### src/rtl/ps2_scan_rx.sv
// PS/2 keyboard scan-code receiver with a small key FIFO.
// Frames are sampled on synchronized ps2_clk falling edges. E0/F0 prefix
// bytes become ext/brk flags that are folded into the next pushed code.
// Optional feature: define PS2_PARITY_CHK_EN to enforce odd parity and
// report failures on the sticky parity_err output.
module ps2_scan_rx #(
    parameter int FIFO_AW     = 2,
    parameter int TIMEOUT_CYC = 200000
) (
    input  logic       clk,
    input  logic       rst,
    input  logic       ps2_clk,
    input  logic       ps2_data,
    input  logic       rd,
    output logic [9:0] data_out,
    output logic       ready,
    output logic       overflow,
    output logic       parity_err
);

    localparam int DEPTH = 1 << FIFO_AW;
    localparam int TO_W  = $clog2(TIMEOUT_CYC + 1);

    typedef enum logic [1:0] {ST_IDLE, ST_SHIFT, ST_CHECK} state_t;

    // Two-flop synchronizers; index 0 is ps2_clk, index 1 is ps2_data.
    logic [1:0] line_raw;
    logic [1:0] line_sync;
    logic [1:0] line_prev;
    assign line_raw = {ps2_data, ps2_clk};

    generate
        for (genvar gi = 0; gi < 2; gi++) begin : g_sync
            logic meta_reg;
            logic sync_reg;
            logic prev_reg;
            // Idle-high lines reset to 1 so reset release creates no edge.
            always_ff @(posedge clk) begin
                if (rst) begin
                    meta_reg <= 1'b1;
                    sync_reg <= 1'b1;
                    prev_reg <= 1'b1;
                end else begin
                    meta_reg <= line_raw[gi];
                    sync_reg <= meta_reg;
                    prev_reg <= sync_reg;
                end
            end
            assign line_sync[gi] = sync_reg;
            assign line_prev[gi] = prev_reg;
        end
    endgenerate

    logic fall;
    logic data_bit;
    assign fall     = line_prev[0] & ~line_sync[0];
    assign data_bit = line_sync[1];

    state_t            state_reg, state_next;
    logic [3:0]        bit_cnt_reg;
    logic [TO_W-1:0]   to_cnt_reg;
    logic [8:0]        shift_reg;
    logic              stop_reg;
    logic              ext_reg, brk_reg, perr_reg;
    logic              timeout;

    assign timeout = !fall && (to_cnt_reg == TO_W'(TIMEOUT_CYC - 1));

    // Receiver state register.
    always_ff @(posedge clk) begin
        if (rst) state_reg <= ST_IDLE;
        else     state_reg <= state_next;
    end

    // Next-state: start bit opens a frame, stop bit or silence closes it.
    always_comb begin
        state_next = state_reg;
        case (state_reg)
            ST_IDLE:  if (fall && !data_bit) state_next = ST_SHIFT;
            ST_SHIFT: begin
                if (fall && bit_cnt_reg == 4'd9) state_next = ST_CHECK;
                else if (timeout)                state_next = ST_IDLE;
            end
            ST_CHECK: state_next = ST_IDLE;
            default:  state_next = ST_IDLE;
        endcase
    end

    // Frame decode outputs, only meaningful during the single CHECK cycle.
    logic frame_ok, parity_fail, push, set_ext, set_brk, abandon;
    logic frame_done;
    logic [9:0] entry;
`ifdef PS2_PARITY_CHK_EN
    logic parity_ok;
    assign parity_ok = ^shift_reg;
`else
    logic parity_unused;
    assign parity_unused = shift_reg[8];
`endif
    always_comb begin
        frame_done  = (state_reg == ST_CHECK);
`ifdef PS2_PARITY_CHK_EN
        frame_ok    = stop_reg & parity_ok;
        parity_fail = frame_done & ~parity_ok;
`else
        frame_ok    = stop_reg;
        parity_fail = 1'b0;
`endif
        set_ext = frame_done & frame_ok & (shift_reg[7:0] == 8'hE0);
        set_brk = frame_done & frame_ok & (shift_reg[7:0] == 8'hF0);
        push    = frame_done & frame_ok & ~set_ext & ~set_brk;
        abandon = (state_reg == ST_SHIFT) & timeout;
        entry   = {ext_reg, brk_reg, shift_reg[7:0]};
    end

    // Bit shifting, silence counting and prefix flag tracking.
    always_ff @(posedge clk) begin
        if (rst) begin
            bit_cnt_reg <= 4'd0;
            to_cnt_reg  <= '0;
            shift_reg   <= 9'd0;
            stop_reg    <= 1'b0;
            ext_reg     <= 1'b0;
            brk_reg     <= 1'b0;
            perr_reg    <= 1'b0;
        end else begin
            if (state_reg == ST_SHIFT) begin
                if (fall) begin
                    to_cnt_reg <= '0;
                    if (bit_cnt_reg == 4'd9) begin
                        stop_reg <= data_bit;
                    end else begin
                        shift_reg   <= {data_bit, shift_reg[8:1]};
                        bit_cnt_reg <= bit_cnt_reg + 4'd1;
                    end
                end else begin
                    to_cnt_reg <= to_cnt_reg + TO_W'(1);
                end
            end else begin
                bit_cnt_reg <= 4'd0;
                to_cnt_reg  <= '0;
            end
            if (abandon || push) begin
                ext_reg <= 1'b0;
                brk_reg <= 1'b0;
            end else begin
                if (set_ext) ext_reg <= 1'b1;
                if (set_brk) brk_reg <= 1'b1;
            end
            if (parity_fail) perr_reg <= 1'b1;
        end
    end

    // Key FIFO.
    logic [9:0]         mem [DEPTH];
    logic [FIFO_AW-1:0] wr_ptr_reg, rd_ptr_reg;
    logic [FIFO_AW:0]   count_reg;
    logic               ovf_reg;
    logic               empty, full, do_rd, do_wr;

    assign empty = (count_reg == '0);
    assign full  = (count_reg == (FIFO_AW + 1)'(DEPTH));
    assign do_rd = rd & ~empty;
    assign do_wr = push & (~full | do_rd);

    // Storage write; contents need no reset because empty masks data_out.
    always_ff @(posedge clk) begin
        if (do_wr) mem[wr_ptr_reg] <= entry;
    end

    // Pointer, occupancy and sticky overflow bookkeeping.
    always_ff @(posedge clk) begin
        if (rst) begin
            wr_ptr_reg <= '0;
            rd_ptr_reg <= '0;
            count_reg  <= '0;
            ovf_reg    <= 1'b0;
        end else begin
            if (do_wr) wr_ptr_reg <= wr_ptr_reg + FIFO_AW'(1);
            if (do_rd) rd_ptr_reg <= rd_ptr_reg + FIFO_AW'(1);
            case ({do_wr, do_rd})
                2'b10:   count_reg <= count_reg + (FIFO_AW + 1)'(1);
                2'b01:   count_reg <= count_reg - (FIFO_AW + 1)'(1);
                default: count_reg <= count_reg;
            endcase
            if (push && full && !do_rd) ovf_reg <= 1'b1;
        end
    end

    assign ready      = ~empty;
    assign data_out   = empty ? 10'd0 : mem[rd_ptr_reg];
    assign overflow   = ovf_reg;
    assign parity_err = perr_reg;

endmodule

### config.mk
export PLATFORM = sky130hd
export DESIGN_NAME = ps2_scan_rx
export DESIGN_NICKNAME = d
export VERILOG_FILES = /design/src/rtl/ps2_scan_rx.sv
export SDC_FILE = /design/constraint.sdc
export NUM_CORES = 1
export LEC_CHECK = 0
export BUFFER_PORTS_ARGS = -buffer_cell sky130_fd_sc_hd__buf_2
export CAP_MARGIN = 5
export CELL_PAD_IN_SITES_DETAIL_PLACEMENT = 1
export CELL_PAD_IN_SITES_GLOBAL_PLACEMENT = 2
export CORE_MARGIN = 1.5
export CORE_UTILIZATION = 45
export CTS_CLUSTER_DIAMETER = 100
export DETAILED_ROUTE_END_ITERATION = 10
export GPL_TIMING_DRIVEN = 0
export PLACE_DENSITY = 0.91
export SLEW_MARGIN = 0
export SYNTH_ARGS = -nofsm -noshare
export SYNTH_HDL_FRONTEND = slang
export SYNTH_SLANG_ARGS = --single-unit
### constraint.sdc
create_clock -name clk -period 4.9 [get_ports clk]
set_input_delay 0.98 -clock clk [delete_from_list [all_inputs] [get_ports clk]]
set_output_delay 0.98 -clock clk [all_outputs]
set_load 0.01 [all_outputs]
==> impl_metrics.toml <==
[yosys]
yosys_warnings = 0
synth.top_cell.area_share_pct = 32.6
ys_seq_elements = 91
synth-main-ff-cell = "dfxtp_1"
synthTopCellsByArea = "edfxtp_1 33%, dfxtp_1 28%, mux4_2 6.1%"
async_flop_share_pct = 0
synth_nets = 318
yosysMostFrequentCell = "dfxtp_1"
syn-mean-instance-area_um2 = 12.1
synthCells = 305
synth-seq-area-share_pct = 60.4
syn_area_um2 = 3680
netlist_top_cells_count = "51 x dfxtp_1, 40 x edfxtp_1, 35 x nor2_1, 22 x nand2_1"
synthDistinctLibCells = 44
synth_area_leader_cell = "edfxtp_1"
synth-edff-count = 40

[power_and_ir_drop]
comb_power_share_pct = 1.1
max-vdd-ir-drop_v = 0.000184
p_per_area_nw_per_um2 = 314
swShare_pct = 23.0
power_leakage_nw = 1.37
pwr-share-clk_pct = 37.3
p_total_w = 0.00128
pwr-share-seq_pct = 61.6
switchingPower_w = 0.000294
p_int_w = 0.000984

[timing]
final_max_slew_viol_count = 0
hold_viol = 0
tightest_slew_ps = 609
period_share_pct = 59.0
fin_skew_ps = 11.2
period_needed_ps = 2890
setup_tns_ps = 0
fmax_mhz = 346
setup_violations = 0
relSlewSlack_pct = 59.0
rsz0062_at_grt = "false"
setup_ws_ps = 2010

[critical_path]
r2r_setup_slack_ps = 2600
cp-start-kind = "flip-flop"
critPathKind = "reg -> out"
required_ps = 3920
arrival_ps = 1910
crit_path_end_kind = "output port"
critPathMaxFanout = 10

[drt]
drt_iter0_drc = 111
via_per_inst = 5.36
antenna_left = 0
wl_per_cell_um = 16.8
routed_wl_mm = 7.39
vias = 2352
drc = 0
first_pass_iters = 4

[placement]
post-place-ws_ps = 2380
dpl.cell_count = 423
hpwl_mm = 5.30
io_buffers = 16
globalplace.congestion = 0.760

[global_routing]
grt_pass1_vias = 2461
antenna_found_initial = 0
grt_util_met3_pct = 3.17
overflow = 0
use_met1_pct = 23.1
grt_pass1_wl_mm = 12.4
met2_usage_pct = 32.8
grt_use_total_pct = 18.9
busiest_layer = "met2"
grt_max_degree = 18

[clock_network]
post-cts-setup-buffers = 0
cts_sinks = 91
cts_resized = 0
cts_max_path_buffers = 2
cts_max_level = 3
cts_tree = "yes"
insertion_delay_ps = 360
cts_root_buf = "clkbuf_8"
cts_buffers = 9
clkTransAtPathRegs_ps = 90
cts_hold_buf = 0

[floorplanning]
io_pins = 18
dieHeight_um = 93.4
core-area_um2 = 7810
die_w_um = 93.4
rows = 32
die_area_um2 = 8730
start_util_pct = 47.1

[finish]
nets = 345
diodes = 0
fin_cells = 439
drive_above_1_share_pct = 15.7
final_util_pct = 52.1
largest_reg_flops = 40
fillCellCount = 853
area_growth_pct = 10.6

[worst_hold_path]
hold_class = "reg -> reg"

[flow_run]
max_cap_viol_count = 0

[run_status]
status = "finished clean"
stage by stage:
stage / hold slack (ps) / cell area, µm²
6_report: 418 / 4070
5_1_grt: 437 / 4070
4_1_cts: 421 / 4070
3_5_place_dp: 398 / 3890
3_3_place_gp: 393 / 3890
2_1_floorplan: 389 / 3680
cells by family after synthesis:
group / after synthesis / synth area share [%]
AO/OA/AOI/OAI: 23 / 3.81
XOR/XNOR: 21 / 5.00
adder cells (fa/ha/maj): 8 / 2.92
buffers and inverters: 18 / 2.18
flip-flops: 91 / 60.4
multiplexers: 14 / 7.28
other: 1 / 0.102
AND/OR/NAND/NOR: 129 / 18.3
power groups by stage:
| stage | Clock [W] | Sequential [W] | Combinational (W) |
|---|---|---|---|
| after global placement | 0 | 0.000804 | 0.0000140 |
| after floorplan | 0 | 0.000804 | 0.00000896 |
| final | 0.000477 | 0.000787 | 0.0000141 |
| after detailed placement | 0 | 0.000804 | 0.0000145 |
| after global routing | 0.000517 | 0.000787 | 0.0000162 |
| after CTS | 0.000487 | 0.000787 | 0.0000146 |
cell type report:
| class | instances | area (µm²) | area share, % |
|---|---|---|---|
| sequential | 91 | 2220 | 54.6 |
| multi-input combinational | 196 | 1380 | 33.8 |
| tap | 102 | 128 | 3.14 |
| clock buffer | 9 | 124 | 3.04 |
| timing repair buffer | 16 | 80.1 | 1.97 |
| clock inverter | 7 | 58.8 | 1.44 |
| buffer | 11 | 53.8 | 1.32 |
| inverter | 7 | 26.3 | 0.646 |
per-layer routing:
metal	vias up	routed length, µm
met4	0	125
met2	29	3770
met3	8	156
met5	-	0
met1	1185	3330
li1	1130	-
worst paths after layout:
kind | startpoint | endpoint | depth (start not counted)
worst min-delay path | g_sync[1].meta_reg | data_bit | 1
worst max-delay path | flip-flop | data_out[9] | 4
worst min register to register | g_sync[1].meta_reg | data_bit | 1
worst max register to register | count_reg[0] | count_reg[2] | 7
worst max-delay path, cell delays in order (launching register included):
cell and delay (ps):
dfxtp_1 340, buf_1 480, mux4_2 400, and2_1 180
buf_2 140
cell usage in the layout (no fill, tap or decap), types with 2 or more instances in the layout:
cell / instances
dfxtp_1: 51
edfxtp_1: 40
nor2_1: 35
nand2_1: 22
buf_2: 17
and2_1: 14
nand3_1: 14
xnor2_1: 13
a21oi_1: 12
mux4_2: 10
clkbuf_8: 9
xor2_1: 8
inv_1: 7
clkbuf_1: 7
ha_1: 7
nand2b_1: 5
nand4_1: 5
nor3_1: 5
or2_2: 5
nor2b_1: 4
and3_1: 4
or3_1: 3
nor4_1: 3
a31oi_1: 3
inv_6: 3
and3b_1: 2
mux2i_1: 2
mux2_1: 2
and4_1: 2
o21ai_0: 2
a2111oi_0: 2
(Power assumes the default switching activity.)
